--- src/rtl/mem_arbiter_pkg.sv ---
// Shared types and defaults for the two-port memory arbiter.
package mem_arbiter_pkg;

  localparam int unsigned MEM_BYTES_DEFAULT = 64;

  typedef enum logic [1:0] {
    ST_IDLE   = 2'd0,
    ST_ACCESS = 2'd1,
    ST_RESP   = 2'd2
  } state_t;

  typedef enum logic {
    PORT_IF = 1'b0,
    PORT_D  = 1'b1
  } port_t;

endpackage

--- src/rtl/rr_arb2.sv ---
// Two-input round-robin picker; remembers the last granted port.
module rr_arb2
  import mem_arbiter_pkg::*;
(
  input  logic       clk,
  input  logic       rst_n,
  input  logic [1:0] req,
  input  logic       advance,
  output port_t      gnt_id,
  output logic       any
);

  port_t last;

  always_comb begin
    any    = |req;
    gnt_id = PORT_IF;
    if (req[PORT_D] && req[PORT_IF])
      gnt_id = (last == PORT_IF) ? PORT_D : PORT_IF;
    else if (req[PORT_D])
      gnt_id = PORT_D;
  end

  // Pointer starts at fetch so the first tie goes to the data port.
  always_ff @(posedge clk or negedge rst_n) begin
    if (!rst_n)
      last <= PORT_IF;
    else if (advance)
      last <= gnt_id;
  end

endmodule

--- src/rtl/mem_arbiter.sv ---
// Arbitrates a fetch port and a data port onto one byte-addressed memory.
module mem_arbiter
  import mem_arbiter_pkg::*;
#(
  parameter int unsigned MEM_BYTES = MEM_BYTES_DEFAULT
) (
  input  logic        clk,
  input  logic        rst_n,
  input  logic        if_req,
  input  logic [15:0] if_addr,
  output logic        if_gnt,
  output logic        if_valid,
  output logic [15:0] if_rdata,
  input  logic        d_req,
  input  logic        d_we,
  input  logic [15:0] d_addr,
  input  logic [15:0] d_wdata,
  output logic        d_gnt,
  output logic        d_valid,
  output logic [15:0] d_rdata,
  output logic        d_err,
  output logic        mem_rw,
  output logic [15:0] mem_addr,
  output logic [15:0] mem_din,
  input  logic [15:0] mem_dout
);

  localparam logic [15:0] ADDR_MAX = 16'(MEM_BYTES - 2);

  state_t      state;
  port_t       win;
  port_t       pick;
  logic        pick_any;
  logic        arb_adv;
  logic [15:0] sel_addr;
  logic        sel_oor;

  assign arb_adv  = (state == ST_IDLE) && pick_any;
  assign sel_addr = (pick == PORT_D) ? d_addr : if_addr;
  assign sel_oor  = sel_addr > ADDR_MAX;

  rr_arb2 u_arb (
    .clk     (clk),
    .rst_n   (rst_n),
    .req     ({d_req, if_req}),
    .advance (arb_adv),
    .gnt_id  (pick),
    .any     (pick_any)
  );

  always_ff @(posedge clk or negedge rst_n) begin
    if (!rst_n) begin
      state    <= ST_IDLE;
      win      <= PORT_IF;
      if_gnt   <= 1'b0;
      if_valid <= 1'b0;
      if_rdata <= '0;
      d_gnt    <= 1'b0;
      d_valid  <= 1'b0;
      d_rdata  <= '0;
      d_err    <= 1'b0;
      mem_rw   <= 1'b0;
      mem_addr <= '0;
      mem_din  <= '0;
    end else begin
      if_gnt   <= 1'b0;
      d_gnt    <= 1'b0;
      if_valid <= 1'b0;
      d_valid  <= 1'b0;
      d_err    <= 1'b0;
      case (state)
        ST_IDLE: begin
          if (pick_any) begin
            win <= pick;
            if (pick == PORT_D) d_gnt  <= 1'b1;
            else                if_gnt <= 1'b1;
            // Out-of-range: complete in the grant cycle without driving memory.
            if (sel_oor) begin
              state <= ST_RESP;
              if (pick == PORT_D) begin
                d_valid <= 1'b1;
                d_err   <= 1'b1;
                d_rdata <= '0;
              end else begin
                if_valid <= 1'b1;
                if_rdata <= '0;
              end
            end else begin
              state    <= ST_ACCESS;
              mem_addr <= sel_addr;
              if (pick == PORT_D && d_we) begin
                mem_rw  <= 1'b1;
                mem_din <= d_wdata;
              end
            end
          end
        end
        ST_ACCESS: begin
          state  <= ST_RESP;
          mem_rw <= 1'b0;
          if (win == PORT_D) begin
            d_valid <= 1'b1;
            if (!mem_rw) d_rdata <= mem_dout;
          end else begin
            if_valid <= 1'b1;
            if_rdata <= mem_dout;
          end
        end
        ST_RESP: state <= ST_IDLE;
        default: state <= ST_IDLE;
      endcase
    end
  end

endmodule

--- config.mk ---
export PLATFORM = sky130hd
export DESIGN_NAME = mem_arbiter
export DESIGN_NICKNAME = d
export VERILOG_FILES = /design/src/rtl/mem_arbiter_pkg.sv /design/src/rtl/rr_arb2.sv /design/src/rtl/mem_arbiter.sv
export SDC_FILE = /design/constraint.sdc
export NUM_CORES = 1
export LEC_CHECK = 0
export ABC_AREA = 1
export BUFFER_PORTS_ARGS = -buffer_cell sky130_fd_sc_hd__buf_2
export CAP_MARGIN = 20
export CORE_MARGIN = 2
export CORE_UTILIZATION = 45
export CTS_BUF_LIST = sky130_fd_sc_hd__clkbuf_8
export DETAILED_ROUTE_END_ITERATION = 10
export GPL_ROUTABILITY_DRIVEN = 1
export MAX_ROUTING_LAYER = met4
export PLACE_DENSITY = 0.75
export SYNTH_ARGS = -nofsm -noshare
export SYNTH_HDL_FRONTEND = slang
export SYNTH_SLANG_ARGS = --single-unit
export TNS_END_PERCENT = 1
--- constraint.sdc ---
create_clock -name clk -period 2.6 [get_ports clk]
set_input_delay 0.52 -clock clk [delete_from_list [all_inputs] [get_ports clk]]
set_output_delay 0.52 -clock clk [all_outputs]
set_load 0.005 [all_outputs]
==> results of run 1 <==
## flip-flops by register name, summed over array words and instances (netlist names)
| register | count |
|---|---|
| d_rdata | 16 |
| if_rdata | 16 |
| mem_addr | 16 |
| mem_din | 16 |
| state | 2 |
| d_err | 1 |
| d_gnt | 1 |
| d_valid | 1 |
| if_gnt | 1 |
| if_valid | 1 |
| mem_rw | 1 |
| win | 1 |
## logic make-up (layout without fill, tap and decap cells)
kind of cell	after synthesis	after routing	synth area share (%)
and+or+nand+nor	289	289	37.7
buffers and inverters	74	213	9.22
DFF	73	73	51.4
AOI/OAI and AO/OA	8	8	1.69
## Yosys cell counts, drive strengths merged
cell and count:
clkbuf 7, o22ai 1, nand4 41, o21ai 6, buf 14, a211oi 1
nand3 43, nand2 162, inv 53, dfrtp 73, nand3b 4, nor2 38
nor2b 1
## per-stage QoR
stage          cell area (um2)  setup WS [ps]  std cells  util (%)  power (mW)
2_1_floorplan             3560            765        444         -        1.39
3_3_place_gp              4290            296        669      55.9        1.51
3_5_place_dp              4290            176        669      55.9        1.52
4_1_cts                   4520            414        685      58.8        2.52
5_1_grt                   4520            135        685      58.8        2.61
6_report                  4520            416        685      58.8        2.51
## report_power, final
group          internal, mW  switching, mW
Sequential             1.15         0.0125
Combinational         0.105          0.229
Clock                 0.549          0.460
## final timing paths
check                                          end  cells after the start
hold reg to reg            mem_addr[9]$_DFFE_PN0P_                      2
min in group clk           mem_din[14]$_DFFE_PN0P_                      3
setup / recovery           mem_din[11]$_DFFE_PN0P_                     11
max in group asynchronous  mem_addr[2]$_DFFE_PN0P_                      1
hold / removal             d_rdata[11]$_DFFE_PN0P_                      1
setup reg to reg           mem_din[11]$_DFFE_PN0P_                     11
## final cells by class
type                       count  area (um2)  area share, %
timing repair buffer         144         738           16.3
inverter                      53         199           4.40
tap                          102         128           2.82
multi-input combinational    297        1400           31.0
clock inverter                 7         101           2.24
clock buffer                   9         124           2.74
sequential                    73        1830           40.4
## metal layers
layer / routed length, um / GRT usage (%) / up-vias
li1: - / - / 1685
met1: 4030 / 28.5 / 1570
met2: 4180 / 34.8 / 127
met3: 625 / 4.23 / 13
met4: 121 / 6.37 / 0
met5: 0 / - / -
## worst reg2reg max path: stages (launching register included)
cell	delay, ps
dfrtp_1	400
nand2_2	180
nand2_4	280
inv_1	130
nand2_1	100
nand2_1	70
nor2_1	90
nand3_1	90
nor2_2	130
nand4_2	370
nand2_1	180
nand2_1	60
==> flow_summary.toml, run 1 <==
[route]
routed_wirelength_um = 8970
via_count = 3395
routedWlPerCell_um = 13.1
vias_per_cell = 4.96
firstDrtPassIters = 5
drcViolationCount = 0
ant_nets = 0
drt_iter0_markers = 124

[sta]
finalSetupTns_ps = 0
slew_viol_final = 0
whs_ps = 296
post-route-min-period_ps = 2180
fmax_ghz = 0.458
worstMarginPinSlew_ps = 913
slew_headroom_pct = 39.1
finalHoldViolCount = 0
setup-violations-final = 0
rsz0062_at_grt = "false"
fin_crit_sh_pct = 84.0
skew_ps = 11.2

[setup_path]
cp_max_fo = 28
r2r_slack_ps = 420
startpoint_type = "flip-flop"
crit_family = "simple AND/OR/NAND/NOR gates"
crit_chain = "nand2_2, nand2_4, inv_1, nand2_1, nand2_1, nor2_1, nand3_1, nor2_2, nand4_2, nand2_1, nand2_1"
crit_slowest_cell = "dfrtp_1"
cp.required_ps = 2840
path_buf_inv = 1
cp-end-kind = "flip-flop"
worst_path_most_repeated_cell = "nand2_1"
rr_startpoint = "win$_DFFE_PN0P_"
cp.arrival_ps = 2420
cpPeakStageDelay_ps = 400
startpoint = "win$_DFFE_PN0P_"
crit_type = "flip-flop to flip-flop"

[synthesis]
synth_seq_cells = 73
synthCells = 444
ys_types = 25
synth.area.top_cells = "dfrtp_1, nand2_1, nand4_1"
yosys_warnings = 0
yosysSeqAreaShare_pct = 51.4
synth_area_per_cell_um2 = 8.01
yosys.area.top_type = "dfrtp_1"
synth_top_area_share_pct = 51.4
synth.cell_area_mm2 = 0.00356
syn_nets = 513

[clocking]
clk_latency_ps = 350
numCtsBuffers = 9
clk_path_buf_depth = 2
cts_sinks = 73
ctsHoldBuffers = 0
root_buffer = "clkbuf_8"
cts_setup_buffers = 0
htree_levels = 3
path_clk_slew_ps = 90
cts_tree = "built"
post_cts_resized = 0

[min_path]
hold_path_class = "primary input to asynchronous set/reset pin"

[layout]
final_cell_mix = "nand2_1, buf_2, dfrtp_1"
layout_commonest_cell = "nand2_1"
fillCellCount = 723
antenna_cells = 0
drive_above_1_share_pct = 31.2
nets = 647
syn_to_final_growth_pct = 27.0

[flow_run]
max_cap_violations = 0

[floorplan]
core_mm2 = 0.00769
io_pins = 139
dieArea_mm2 = 0.00863
die_y_um = 92.9
fp.dieW_um = 92.9
placementRows = 32
start_util_pct = 46.3

[global_route]
grt_pass1_wl_um = 14800
grt_max_degree = 74
grt_overflow = 0
grt_pass1_vias = 3275
antenna_found_initial = 0
grt_usage_pct = 21.8

[placement]
place_hpwl_um = 6480
place.gp.congestion = 0.853
port_buffers = 138

[power]
ir_drop_uv = 271
leakagePower_nw = 2.89
power-per-cell-area_mw_per_mm2 = 555

[status]
run_status = "finished clean"
Power figures use the tool's default switching activity.
==> run 2, diff against run 1 <==
--- a/config.mk
+++ b/config.mk
@@ -14,7 +14,7 @@
 export DETAILED_ROUTE_END_ITERATION = 10
 export GPL_ROUTABILITY_DRIVEN = 1
 export MAX_ROUTING_LAYER = met4
-export PLACE_DENSITY = 0.75
+export PLACE_DENSITY = 0.78
 export SYNTH_ARGS = -nofsm -noshare
 export SYNTH_HDL_FRONTEND = slang
 export SYNTH_SLANG_ARGS = --single-unit
==> constraint.sdc (replaced) <==
create_clock -name clk -period 1.9 [get_ports clk]
set_input_delay 0.38 -clock clk [delete_from_list [all_inputs] [get_ports clk]]
set_output_delay 0.38 -clock clk [all_outputs]
set_load 0.005 [all_outputs]
==> run 2 against run 1 <==
Effect of this change:
- die area is the same
- fmax grew 20%
- non-clock buffer count grew 18
- hold slack lost 11 ps
- setup slack lost 330 ps
- critical path depth is the same
- count of clock-buffer cells in the layout is the same
- largest cell class unchanged
==> flow_summary.toml, run 2 (synthesis results as in run 1) <==
[setup_path]
cpPeakStageDelay_ps = 430
worst_path_most_repeated_cell = "nand2_1"
cp.arrival_ps = 2040
crit_chain = "nand2_4, nand2_4, o21ai_1, nand2_1, nor2_1, nand2_1, nor2_4, nand2_2, buf_4, nand2_1, nand2_1"
cp_max_fo = 13
rr_startpoint = "win$_DFFE_PN0P_"
startpoint_type = "flip-flop"
timing.rr.end = "mem_addr[0]$_DFFE_PN0P_"
crit_slowest_cell = "dfrtp_1"
cp.required_ps = 2130
r2r_slack_ps = 80
crit_type = "flip-flop to flip-flop"
cp-end-kind = "flip-flop"
reg2regPathDepth = 11

[sta]
skew_ps = 9.45
finalHoldViolCount = 0
setup-violations-final = 0
rsz0062_at_grt = "true"
slew_headroom_pct = 72.4
worstMarginPinSlew_ps = 414
finalSetupTns_ps = 0
fmax_ghz = 0.551
setup_ws_ps = 84.3
fin_crit_sh_pct = 95.6
slew_viol_final = 0
post-route-min-period_ps = 1820

[clocking]
cts_setup_buffers = 0
cts_sinks = 73
htree_levels = 3
numCtsBuffers = 9
clk_latency_ps = 340
root_buffer = "clkbuf_8"
clk_path_buf_depth = 2
path_clk_slew_ps = 90
cts_tree = "built"

[route]
firstDrtPassIters = 4
via_count = 3510
ant_nets = 0
vias_per_cell = 4.99
routedWlPerCell_um = 13.2
drt_iter0_markers = 196
drcViolationCount = 0
routed_wirelength_um = 9300

[floorplan]
placementRows = 32
die_y_um = 92.9
start_util_pct = 46.3
fp.dieW_um = 92.9
core_mm2 = 0.00769
dieArea_mm2 = 0.00863
io_pins = 139

[layout]
fin_cells = 704
final_cell_mix = "nand2_1, buf_2, dfrtp_1"
antenna_cells = 0
layout_commonest_cell = "nand2_1"
fin_util_pct = 61.6
syn_to_final_growth_pct = 33.1
nets = 666
fillCellCount = 707
drive_above_1_share_pct = 33.7

[global_route]
grt_max_degree = 38
grt_pass1_vias = 3307
antenna_found_initial = 0
grt_usage_pct = 22.5
grt_pass1_wl_um = 15200
grt_overflow = 0

[flow_run]
max_cap_violations = 0

[power]
ir_drop_uv = 501
power.total_mw = 3.28
leakagePower_nw = 3.00
power-per-cell-area_mw_per_mm2 = 692

[min_path]
hold_start = "d_wdata[1]"
whs_path_depth = 3
whs_endpoint = "mem_din[1]$_DFFE_PN0P_"
hold_path_class = "primary input to flip-flop"

[placement]
port_buffers = 138
place.gp.congestion = 0.880
dp_slack_ps = -49.6
place_hpwl_um = 6800
dp.cells = 686

[status]
run_status = "finished clean"
-- run 2: how the worst max path moves through the flow --
| stage | startpoint | endpoint | depth (start not counted) |
|---|---|---|---|
| 6_report | win$_DFFE_PN0P_ | mem_addr[0]$_DFFE_PN0P_ | 11 |
| 3_3_place_gp | if_req | mem_addr[5]$_DFFE_PN0P_ | 13 |
| 5_1_grt | win$_DFFE_PN0P_ | d_rdata[15]$_DFFE_PN0P_ | 11 |
| 2_1_floorplan | win$_DFFE_PN0P_ | mem_din[10]$_DFFE_PN0P_ | 12 |
| 4_1_cts | win$_DFFE_PN0P_ | if_rdata[11]$_DFFE_PN0P_ | 12 |
| 3_5_place_dp | if_req | d_rdata[13]$_DFFE_PN0P_ | 12 |
-- run 2: timing repair --
item	4_1_cts	5_1_grt
gates resized for setup	0	12
endpoints found under the setup margin	0	66
hold buffers	1	0
hold endpoints to repair	17	0
-- run 2: layout make-up --
type / count / area, um2 / share of cell area [%]
Sequential cell: 73 / 1830 / 38.6
Multi-Input combinational cell: 298 / 1460 / 30.7
Timing Repair Buffer: 162 / 941 / 19.9
Inverter: 53 / 199 / 4.20
Tap cell: 102 / 128 / 2.69
Clock buffer: 9 / 124 / 2.62
Clock inverter: 7 / 62.6 / 1.32
-- run 2: metrics by stage --
stage          hold WS (ps)  area [um2]
2_1_floorplan          84.4        3560
3_3_place_gp            263        4470
3_5_place_dp            268        4470
4_1_cts                 266        4670
5_1_grt                 263        4740
6_report                285        4740
-- run 2: critical path, delay by kind of cell, from the launching register on --
family,cells,cell delay [ps]
flops,1,430
buf+inv,1,170
simple gates,9,910
compound gates,1,190
-- run 2: metal layers --
layer	GRT usage, %	part of all wire [%]	vias to the layer above
li1	-	-	1725
met1	30.0	44	1640
met3	3.66	7.3	0
met2	35.8	49	145
met5	-	0	-
met4	6.50	0	0
-- run 2: power by group --
group          internal [mW]  switching (mW)  total (mW)
clock                  0.499           0.646        1.14
combinational          0.191           0.343       0.534
sequential              1.58          0.0195        1.60
total                   2.27            1.01        3.28
==> run 3, diff against run 2 <==
--- a/config.mk
+++ b/config.mk
@@ -13,8 +13,9 @@
 export CTS_BUF_LIST = sky130_fd_sc_hd__clkbuf_8
 export DETAILED_ROUTE_END_ITERATION = 10
 export GPL_ROUTABILITY_DRIVEN = 1
+export HOLD_SLACK_MARGIN = 0.08
 export MAX_ROUTING_LAYER = met4
-export PLACE_DENSITY = 0.78
+export PLACE_DENSITY = 0.75
 export SYNTH_ARGS = -nofsm -noshare
 export SYNTH_HDL_FRONTEND = slang
 export SYNTH_SLANG_ARGS = --single-unit
==> constraint.sdc (replaced) <==
create_clock -name clk -period 2.1 [get_ports clk]
set_input_delay 0.42 -clock clk [delete_from_list [all_inputs] [get_ports clk]]
set_output_delay 0.42 -clock clk [all_outputs]
set_load 0.005 [all_outputs]
==> run 3 against run 2 <==
Effect of this change:
- combinational power fell by 17%
- hold slack improved by 43 ps
- non-clock buffer count fell by 7
- critical path type unchanged
- critical endpoint is now mem_addr[2]$_DFFE_PN0P_
==> flow_summary.toml, run 3 (synthesis results as in run 1) <==
[global_route]
grt.busiest_layer = "met2"
grt_max_degree = 40
grt_overflow = 0
met2_usage_pct = 36.7
grtUsageMet3_pct = 3.91
antenna_found_initial = 0
grt_usage_pct = 22.5
grt_pass1_wl_um = 15000
grt_pass1_vias = 3297
grtUsageMet1_pct = 29.1

[power]
comb_power_share_pct = 15.1
swShare_pct = 27.9
leakagePower_nw = 2.95
ir_drop_uv = 293
power-per-cell-area_mw_per_mm2 = 639
p_seq_share_pct = 48.7
p_sw_uw = 824
internal_power_mw = 2.13
clkPwrFrac_pct = 36.2

[setup_path]
cp.required_ps = 2320
cp-end-kind = "flip-flop"
cp_max_fo = 17
cp.arrival_ps = 2200
crit_type = "flip-flop to flip-flop"
startpoint_type = "flip-flop"

[sta]
post-route-min-period_ps = 1980
slew_viol_final = 0
whs_ps = 328
fin_crit_sh_pct = 94.3
worstMarginPinSlew_ps = 550
rsz0062_at_grt = "true"
slew_headroom_pct = 63.2
fmax_ghz = 0.505
skew_ps = 8.19
setup-violations-final = 0
finalHoldViolCount = 0
setup_ws_ps = 119

[route]
vias_per_cell = 4.90
ant_nets = 0
firstDrtPassIters = 4
via_count = 3408
drt_iter0_markers = 134
routed_wirelength_um = 8910
routedWlPerCell_um = 12.8
drcViolationCount = 0

[layout]
layout_commonest_cell = "nand2_1"
final_cell_mix = "nand2_1, buf_2, dfrtp_1"
antenna_cells = 0
fin_util_pct = 60.1
syn_to_final_growth_pct = 29.9
nets = 658
postLayoutCellArea_mm2 = 0.00462
drive_above_1_share_pct = 32.5

[placement]
place.gp.congestion = 0.888
port_buffers = 138
dp_slack_ps = -85.8
placed_area_mm2 = 0.00439
place_hpwl_um = 6800

[status]
run_status = "finished clean"

[clocking]
cts_setup_buffers = 0
clk_latency_ps = 330
htree_levels = 3
numCtsBuffers = 9
root_buffer = "clkbuf_8"
clk_path_buf_depth = 2
cts_tree = "built"
cts_sinks = 73
path_clk_slew_ps = 80

[floorplan]
io_pins = 139
placementRows = 32
start_util_pct = 46.3
fp.dieW_um = 92.9
dieArea_mm2 = 0.00863
core_mm2 = 0.00769
die_y_um = 92.9

[min_path]
hold_path_class = "primary input to flip-flop"

[flow_run]
max_cap_violations = 0
## run 3: power by group through the flow
stage / clock network [mW] / registers, mW / logic (mW)
6_report: 1.07 / 1.44 / 0.444
5_1_grt: 1.15 / 1.44 / 0.501
4_1_cts: 1.10 / 1.44 / 0.439
3_5_place_dp: 0 / 1.47 / 0.437
3_3_place_gp: 0 / 1.47 / 0.429
2_1_floorplan: 0 / 1.47 / 0.254
## run 3: path summary, 6_finish.rpt
kind,slack (ps),end,from,cells after the start
min in group asynchronous,580,d_rdata[12]$_DFFE_PN0P_,rst_n,2
max in group asynchronous,960,mem_addr[0]$_DFFE_PN0P_,rst_n,3
min reg2reg,470,mem_addr[14]$_DFFE_PN0P_,mem_addr[14]$_DFFE_PN0P_,2
max reg2reg,120,mem_addr[2]$_DFFE_PN0P_,win$_DFFE_PN0P_,11
min,330,mem_din[11]$_DFFE_PN0P_,d_wdata[11],3
max,120,mem_addr[2]$_DFFE_PN0P_,win$_DFFE_PN0P_,11
## run 3: through the flow
stage / power, mW / cells / setup TNS (ps)
2_1_floorplan: 1.72 / 444 / 0
3_3_place_gp: 1.90 / 679 / -57.1
3_5_place_dp: 1.90 / 679 / -1020
4_1_cts: 2.98 / 696 / 0
5_1_grt: 3.09 / 696 / -292
6_report: 2.95 / 696 / 0
## run 3: worst max-delay path, stage by stage, from the launching register on
cell and delay [ps]:
dfrtp_1 410, nand2_2 130, buf_4 190, nand3b_1 120, nand2_1 90, nor2_1 50
nand3_2 150, nand2_1 110, nor2_4 180, nand2_2 250, nand2_1 140, nand2_1 60
## run 3: what timing repair did
action,CTS,global route
endpoints found under the hold margin,34,0
setup endpoints to repair,0,51
hold buffers,1,0
gates resized for setup,0,4
## run 3: area by class of cell
class / instances / area [um2]
fill: 717 / 3070
sequential: 73 / 1830
multi-input combinational: 297 / 1430
timing repair buffer: 155 / 848
inverter: 53 / 199
tap: 102 / 128
clock buffer: 9 / 124
clock inverter: 7 / 70.1
## run 3: per-layer routing
metal / up-vias / share of wire [%]
li1: 1706 / -
met1: 1584 / 44
met2: 114 / 48
met3: 4 / 7.0
met4: 0 / 0.28
met5: - / 0
